==> src/rtl/seg7_pkg.sv <==
// Shared types and constants for the multiplexed seven-segment scan driver:
// scan state encoding, the hex font table and output polarity helpers.
package seg7_pkg;

  typedef enum logic {
    BLANK = 1'b0,
    SHOW  = 1'b1
  } state_t;

  // Active-high segment patterns for hex digits 0-F, bit6..bit0 = g..a.
  localparam logic [6:0] FONT [16] = '{
    7'h3F, 7'h06, 7'h5B, 7'h4F, 7'h66, 7'h6D, 7'h7D, 7'h07,
    7'h7F, 7'h6F, 7'h77, 7'h7C, 7'h39, 7'h5E, 7'h79, 7'h71
  };

  localparam bit POL_ACTIVE_LOW  = 1'b1;
  localparam bit POL_ACTIVE_HIGH = 1'b0;

  // Convert an active-high segment pattern to the pin polarity.
  function automatic logic [6:0] seg_drive(input logic [6:0] v, input bit active_low);
    return active_low ? ~v : v;
  endfunction

endpackage

==> src/rtl/seg7_hex_decode.sv <==
// Combinational 4-bit hex to 7-segment lookup (active-high patterns).
module seg7_hex_decode
  import seg7_pkg::*;
(
  input  logic [3:0] nibble,
  output logic [6:0] seg
);

  assign seg = FONT[nibble];

endmodule

==> src/rtl/seg7_scan_driver.sv <==
// Multiplexed seven-segment scan driver. Advances one digit per rising edge of
// the divided scan_in wave, inserts an all-anodes-off gap after every digit
// switch, and commits newly loaded values only at frame boundaries.
// Optional build macro SEG7_LZ_BLANK_EN enables leading-zero blanking.
module seg7_scan_driver
  import seg7_pkg::*;
#(
  parameter int NUM_DIGITS     = 8,
  parameter int BLANK_CYCLES   = 2,
  parameter bit AN_ACTIVE_LOW  = POL_ACTIVE_LOW,
  parameter bit SEG_ACTIVE_LOW = POL_ACTIVE_LOW
) (
  input  logic                    clk,
  input  logic                    rst,
  input  logic                    scan_in,
  input  logic [4*NUM_DIGITS-1:0] data_in,
  input  logic                    load,
  input  logic [NUM_DIGITS-1:0]   digit_en,
  output logic [NUM_DIGITS-1:0]   an,
  output logic [6:0]              seg,
  output logic                    dp,
  output logic                    frame_start
);

  localparam int IDX_W = $clog2(NUM_DIGITS);
  localparam int CNT_W = $clog2(BLANK_CYCLES + 1);
  localparam logic [IDX_W-1:0]      LAST_IDX = IDX_W'(NUM_DIGITS - 1);
  localparam logic [CNT_W-1:0]      CNT_LOAD = CNT_W'(BLANK_CYCLES);
  localparam logic [NUM_DIGITS-1:0] AN_OFF   = AN_ACTIVE_LOW ? '1 : '0;
  localparam logic [6:0]            SEG_OFF  = SEG_ACTIVE_LOW ? 7'h7F : 7'h00;

  logic s1, s2, s3, step;
  state_t state, state_n;
  logic [CNT_W-1:0] cnt, cnt_n;
  logic [IDX_W-1:0] idx, idx_n;
  logic wrap;
  logic [4*NUM_DIGITS-1:0] pending, shown;
  logic pend_flag;
  logic [3:0] nibble;
  logic [6:0] font_seg;
  logic [NUM_DIGITS-1:0] an_hi;
  logic lit;
  logic [NUM_DIGITS-1:0] an_q;
  logic [6:0] seg_q;
  logic fs_q;

  // Synchronise scan_in and keep one extra stage for rising-edge detection.
  // NOTE: sequential state uses non-blocking assignments so every register
  // samples pre-edge values regardless of statement order.
  always_ff @(posedge clk or posedge rst) begin
    if (rst) begin
      s1 <= 1'b0;
      s2 <= 1'b0;
      s3 <= 1'b0;
    end else begin
      s1 <= scan_in;
      s2 <= s1;
      s3 <= s2;
    end
  end

  assign step = s2 & ~s3;

  // Scan state, blank counter and digit index registers.
  always_ff @(posedge clk or posedge rst) begin
    if (rst) begin
      state <= BLANK;
      cnt   <= CNT_LOAD;
      idx   <= '0;
    end else begin
      state <= state_n;
      cnt   <= cnt_n;
      idx   <= idx_n;
    end
  end

  // Next-state logic: a step always advances the index and (re)starts the blank gap.
  // NOTE: every signal gets a default first so no path leaves it unassigned,
  // which would otherwise infer a latch.
  always_comb begin
    state_n = state;
    cnt_n   = cnt;
    idx_n   = idx;
    wrap    = 1'b0;
    if (step) begin
      wrap    = (idx == LAST_IDX);
      idx_n   = (idx == LAST_IDX) ? '0 : idx + 1'b1;
      state_n = BLANK;
      cnt_n   = CNT_LOAD;
    end else if (state == BLANK) begin
      cnt_n = cnt - 1'b1;
      if (cnt == CNT_W'(1)) state_n = SHOW;
    end
  end

  // Pending/shown value registers; shown only changes at a frame wrap.
  // NOTE: the value registers are reset as well, because a reset must
  // discard any pending load and show zero until the next commit.
  always_ff @(posedge clk or posedge rst) begin
    if (rst) begin
      pending   <= '0;
      shown     <= '0;
      pend_flag <= 1'b0;
    end else begin
      if (wrap && pend_flag) shown <= pending;
      if (load) begin
        pending   <= data_in;
        pend_flag <= 1'b1;
      end else if (wrap && pend_flag) begin
        pend_flag <= 1'b0;
      end
    end
  end

  assign nibble = shown[{idx, 2'b00} +: 4];

  seg7_hex_decode u_decode (
    .nibble (nibble),
    .seg    (font_seg)
  );

  // One-hot active-high anode select for the current index.
  always_comb begin
    an_hi      = '0;
    an_hi[idx] = 1'b1;
  end

`ifdef SEG7_LZ_BLANK_EN
  logic [IDX_W-1:0] msd;

  // Position of the most significant nonzero nibble of the shown value (0 if all zero).
  always_comb begin
    msd = '0;
    for (int i = 0; i < NUM_DIGITS; i++) begin
      if (shown[4*i +: 4] != 4'h0) msd = IDX_W'(i);
    end
  end

  assign lit = (idx <= msd);
`else
  assign lit = 1'b1;
`endif

  // Registered pin outputs: anodes and segments only driven while showing.
  always_ff @(posedge clk or posedge rst) begin
    if (rst) begin
      an_q  <= AN_OFF;
      seg_q <= SEG_OFF;
      fs_q  <= 1'b0;
    end else begin
      fs_q <= wrap;
      if (state == SHOW) begin
        an_q  <= (digit_en[idx] && lit) ? (AN_ACTIVE_LOW ? ~an_hi : an_hi) : AN_OFF;
        seg_q <= seg_drive(font_seg, SEG_ACTIVE_LOW);
      end else begin
        an_q  <= AN_OFF;
        seg_q <= SEG_OFF;
      end
    end
  end

  assign an          = an_q;
  assign seg         = seg_q;
  assign dp          = SEG_ACTIVE_LOW;
  assign frame_start = fs_q;

endmodule

==> config.mk <==
export PLATFORM = sky130hd
export DESIGN_NAME = seg7_scan_driver
export DESIGN_NICKNAME = d
export VERILOG_FILES = /design/src/rtl/seg7_pkg.sv /design/src/rtl/seg7_hex_decode.sv /design/src/rtl/seg7_scan_driver.sv
export SDC_FILE = /design/constraint.sdc
export NUM_CORES = 1
export LEC_CHECK = 0
export CAP_MARGIN = 40
export CORE_MARGIN = 2
export CORE_UTILIZATION = 53
export DETAILED_ROUTE_END_ITERATION = 7
export PLACE_DENSITY_LB_ADDON = 0.12
export SYNTH_ARGS = -nofsm -noshare
export SYNTH_HDL_FRONTEND = slang
export SYNTH_SLANG_ARGS = --single-unit
==> constraint.sdc <==
create_clock -name clk -period 3.75 [get_ports clk]
set_input_delay 0.5625 -clock clk [delete_from_list [all_inputs] [get_ports clk]]
set_output_delay 0.5625 -clock clk [all_outputs]
set_load 0.02 [all_outputs]
Word-level counts from Yosys, hierarchy flattened
Memories as Yosys holds them, arrays and structs flattened.
Cells that the tools add are included.
{"block": "word_totals", "register_bits": 90, "latch_bits": 0, "ram_bits": 0, "romBits": 112, "in_bits": 44, "output_inout_bits": 17, "n_memories": 1}
{"block": "op_classes", "n_addsub": 2, "mul": 0, "n_div": 0, "n_lt_le_gt_ge": 3, "n_eq_ne": 3, "shift": 1, "n_mux": 18, "bitwise": 5, "reduce_logical": 3}
{"memory": "(name not given)", "depth": 16, "width": 7, "read_ports": 1, "rd_ports_with_merged_regs": 0, "wr": 0, "line_no": "seg7_hex_decode.sv:9", "text": "assign seg = FONT[nibble];"}
{"cell": "32-bit by 6-bit variable part select with 4-bit output", "count": 1}
{"cell": "7-bit two-way mux", "count": 3}
{"cell": "8-bit two-way mux", "count": 2}
{"cell": "1-bit two-way mux", "count": 8}
{"cell": "8-bit NOT", "count": 1}
{"cell": "7-bit NOT", "count": 1}
{"cell": "5-bit greater-or-equal comparator (second input constant)", "count": 1}
{"cell": "4-bit NOT with 5-bit output", "count": 1}
{"cell": "3-bit by 4-bit < comparator with 1-bit output (second input constant)", "count": 1}
{"cell": "2-bit two-way mux", "count": 2}
{"cell": "3-bit by 1-bit adder with 3-bit output (second input constant)", "count": 1}
{"cell": "1-bit binary-select mux with 3-bit select", "count": 1}
{"cell": "1-bit demux with 3-bit select", "count": 1}
{"cell": "3-bit equality test (second input constant)", "count": 1}
{"cell": "3-bit by 1-bit greater-or-equal comparator with 1-bit output (second input constant)", "count": 1}
{"cell": "3-bit two-way mux", "count": 1}
{"cell": "2-bit by 1-bit equality test with 1-bit output (second input constant)", "count": 1}
{"cell": "1-bit logical AND", "count": 2}
{"cell": "2-bit inequality test (second input constant)", "count": 1}
{"cell": "2-bit nonzero test", "count": 1}
{"cell": "2-bit by 1-bit subtractor with 2-bit output (second input constant)", "count": 1}
{"cell": "1-bit AND", "count": 1}
{"cell": "1-bit NOT", "count": 1}

Longest topological paths before layout
{"block": "logic_depth", "ltp_word": 7, "ltp_mapped": 11}

Modules after synthesis
Synthesis repeated with hierarchy kept, for this count alone.
{"block": "hier_totals", "cells_unflattened": 285, "area_unflattened_um2": 3997.6}
{"module": "seg7_scan_driver", "n_inst": 1, "cells_per_inst": 252, "area_per_inst_um2": 3709.8, "seq_area_each_um2": 2272.2}
{"module": "seg7_hex_decode", "n_inst": 1, "cells_per_inst": 33, "area_per_inst_um2": 287.8, "seq_area_each_um2": 0.0}

Worst setup path after synthesis
No wires, ideal clock.
{"block": "synth_path", "path_kind": "reg2reg", "from": "register idx[0]", "to": "register seg_q[3], in the netlist seg[3]", "t_arrival_ns": 2.233, "required_ns": 3.668, "path_slack_ns": 1.436, "path_stages_with_launch": 9, "path_buffers": 1, "period_less_slack_ns": 2.314, "cell_sequence": "dfrtp_1 -> buf_6 -> mux2_2 -> a22o_1 -> a211oi_2 -> inv_1 -> ha_1 -> mux2_4 -> o31a_1"}
{"block": "synth_via", "elab_chain_cells": 7}
{"element": "start: declaration", "line_no": "seg7_scan_driver.sv:35", "text": "logic [IDX_W-1:0] idx, idx_n;"}
{"element": "start signal: assignment", "line_no": "seg7_scan_driver.sv:73", "text": "idx <= idx_n;"}
{"element": "32-bit by 6-bit variable part select with 4-bit output", "line_no": "seg7_scan_driver.sv:115", "text": "assign nibble = shown[{idx, 2'b00} +: 4];"}
{"element": "4-bit NOT with 5-bit output (implied by the code)", "line_no": "seg7_hex_decode.sv:9"}
{"element": "memory read 16 x 7 bit"}
{"element": "7-bit two-way mux (implied by the code) (2 in a row)", "line_no": "seg7_hex_decode.sv:9"}
{"element": "7-bit NOT", "line_no": "seg7_pkg.sv:21", "text": "return active_low ? ~v : v;"}
{"element": "7-bit two-way mux", "line_no": "seg7_scan_driver.sv:152", "text": "if (state == SHOW) begin"}
{"element": "end signal: assignment", "line_no": "seg7_scan_driver.sv:154", "text": "seg_q <= seg_drive(font_seg, SEG_ACTIVE_LOW);"}
{"element": "end: declaration", "line_no": "seg7_scan_driver.sv:44", "text": "logic [6:0] seg_q;"}
Every way passes these cells. The select of a mux whose other input is x is not followed.
A chain may end at the register's enable or synchronous reset.

Final worst setup path
Ends and elaborated chain as after synthesis.

==> impl_metrics.ini <==
[status]
status = finished clean

[logic_synthesis]
synth.distinct_cells = 47
synthFlopType = dfrtp_1
yosysSeqAreaShare_pct = 58.6
postSynthAreaPerCell_um2 = 13.9
synthCells = 278
synth_top_area_share_pct = 47.8
syn_nets = 331
synthArstFlopShare_pct = 100
ys_seq_elements = 90
yosys_warnings = 0
yosys-top-cells-area = dfrtp_1, mux2_2, dfstp_2
synth_edf_count = 0
synth_top_area_cell = dfrtp_1
synth_area_um2 = 3870

[drt]
drtPass1Iterations = 4
avgViaCountPerCell = 5.24
wl_per_cell_um = 15.0
drt_iter0_drc = 83
vias = 2281
ant_nets = 0
drc = 0
wirelength_um = 6510

[global_route]
antenna_found_initial = 0
grt_pass1_vias = 2245
gr-total-overflow = 0
grt_pass1_wl_um = 10900
grt_max_degree = 64
grt_use_total_pct = 18.1

[floorplan]
die_area_um2 = 8010
num_rows = 31
die_y_um = 89.5
io_pins = 61
core_um2 = 7180
fp.dieW_um = 89.5
floorplan.initialDensity_pct = 54.0

[critical_path]
worstPathRequired_ns = 4.04
slowest_stage = dfrtp_1
critPathTopFamily = flip-flops
worst-r2r-setup-slack_ns = 0.92
path_cells = mux2_2 > a22o_1 > a211oi_2 > inv_1 > ha_1 > mux2_4 > o31a_1
r2r_start = idx[0]
r2r_end = seg[3]
crit_buf_inv = 1
start_kind = flip-flop
worstSetupPathType = flip-flop to flip-flop
critical_path_peak_fanout = 22
max_stage_delay_ns = 0.83
arrival_ns = 3.11
rr_worst_depth = 7
end_kind = flip-flop

[worst_hold_path]
hold_end = s2
holdCritPathClass = flip-flop to flip-flop
hold_path_depth = 0
hp-start = s1

[timing]
skew_ns = 0.0128
hold_viol = 0
period_share_pct = 75.4
rsz0062_at_grt = false
finalWorstPathRequiredPeriod_ns = 2.83
slew_headroom_pct = 48.0
drv_slew = 0
setup_violations = 0
fmax_mhz = 354
worstMarginPinSlew_ns = 0.781
tns_ns = 0

[placement]
gp_congestion = 0.743
io_buffers = 59
dpl.hpwl_um = 4720

[power_and_ir_drop]
p_leak_nw = 2.08
power_w = 0.00334
powerDensity_nw_per_um2 = 699
irDropWorstVdd_uv = 274

[cts]
cts_root_buf = clkbuf_8
htreeDepth = 3
clock_latency_ns = 0.35
cts_buffers = 9
cts.path.max_buffers = 2
cts_setup_buffers = 0
cts_sinks = 90
hold_buffers = 0
cts_tree = yes
cts-resized-gates = 0
clk_pin_slew_ns = 0.09

[final_layout]
fin_nets = 385
drive_gt1_share_pct = 32.4
antenna_cells = 0
areaGrowthSynthToFinish_pct = 23.1
layout_commonest_cell = dfrtp_1
layout_common_cells = dfrtp_1, mux2_2, clkdlybuf4s50_1

[flow_run]
drv_cap = 0
## cells by family after synthesis
family | count (synthesis) | share of synthesized area, %
adders and majority gates | 9 | 2.91
buffers and inverters | 29 | 3.39
other | 1 | 0.0968
AOI/OAI and AO/OA | 25 | 5.36
muxes | 81 | 23.6
xor gates and xnor gates | 1 | 0.226
and+or+nand+nor | 42 | 5.81
DFF | 90 | 58.6
## cell type report
| type | count | area, um^2 |
|---|---|---|
| Clock buffer | 11 | 151 |
| Clock inverter | 4 | 73.8 |
| Fill cell | 543 | 2410 |
| Inverter | 10 | 38.8 |
| Multi-Input combinational cell | 159 | 1470 |
| Sequential cell | 90 | 2270 |
| Tap cell | 99 | 124 |
| Timing Repair Buffer | 62 | 638 |
## sequential cells by signal, summed over array words and instances (netlist names), 2 cells and up
signal,cells
cnt,2
an,8
idx,3
seg,7
shown,32
pending,32
## cell usage after synthesis (all sizes together) (2+ instances only)
| master | n |
|---|---|
| dfrtp | 74 |
| mux2 | 69 |
| dfstp | 16 |
| buf | 12 |
| mux2i | 11 |
| inv | 10 |
| ha | 9 |
| nand3 | 9 |
| clkbuf | 7 |
| nand2 | 7 |
| nor2 | 5 |
| nor2b | 5 |
| nand4 | 4 |
| nor3 | 3 |
| o21ai | 3 |
| o221ai | 3 |
| a211oi | 2 |
| a21boi | 2 |
| a21o | 2 |
| a31oi | 2 |
| and3 | 2 |
| nor4 | 2 |
## power by group
part / internal (W) / switching (W)
Sequential: 0.00125 / 0.000234
Combinational: 0.000584 / 0.000539
Clock: 0.000410 / 0.000317
## routing by layer
layer	up-vias	track usage (%)	wire length, um
li1	1101	-	-
met1	1118	23.7	2930
met2	55	29.9	3220
met3	7	4.62	302
met4	0	5.70	55
met5	-	0	0
## worst reg2reg max path, stage by stage (launching register included)
cell and delay, ns:
dfrtp_1 0.83, mux2_2 0.42, a22o_1 0.21, a211oi_2 0.37, inv_1 0.17, ha_1 0.26
mux2_4 0.28, o31a_1 0.23
## worst max path at each step
stage | startpoint | to | slack, ns | cells after the start
after floorplan | rst | cnt[0] | 0.88 | 1
after global placement | idx[0] | seg[3] | 1.06 | 7
after detailed placement | idx[0] | seg[3] | 0.93 | 7
after CTS | idx[0] | seg[3] | 0.93 | 7
after global routing | idx[0] | seg[0] | 0.66 | 7
final | idx[0] | seg[3] | 0.92 | 7
## metrics by stage
step | worst slack, ns | util [%] | hold WS [ns] | instance area, um^2 | std cells
2_1_floorplan | 0.879 | - | 0.331 | 3870 | 278
3_3_place_gp | 1.06 | 63.3 | 0.334 | 4540 | 420
3_5_place_dp | 0.932 | 63.3 | 0.350 | 4540 | 420
4_1_cts | 0.931 | 66.5 | 0.369 | 4770 | 435
5_1_grt | 0.663 | 66.5 | 0.377 | 4770 | 435
6_report | 0.924 | 66.5 | 0.363 | 4770 | 435
Note: power is estimated with default switching activity, not from simulation.
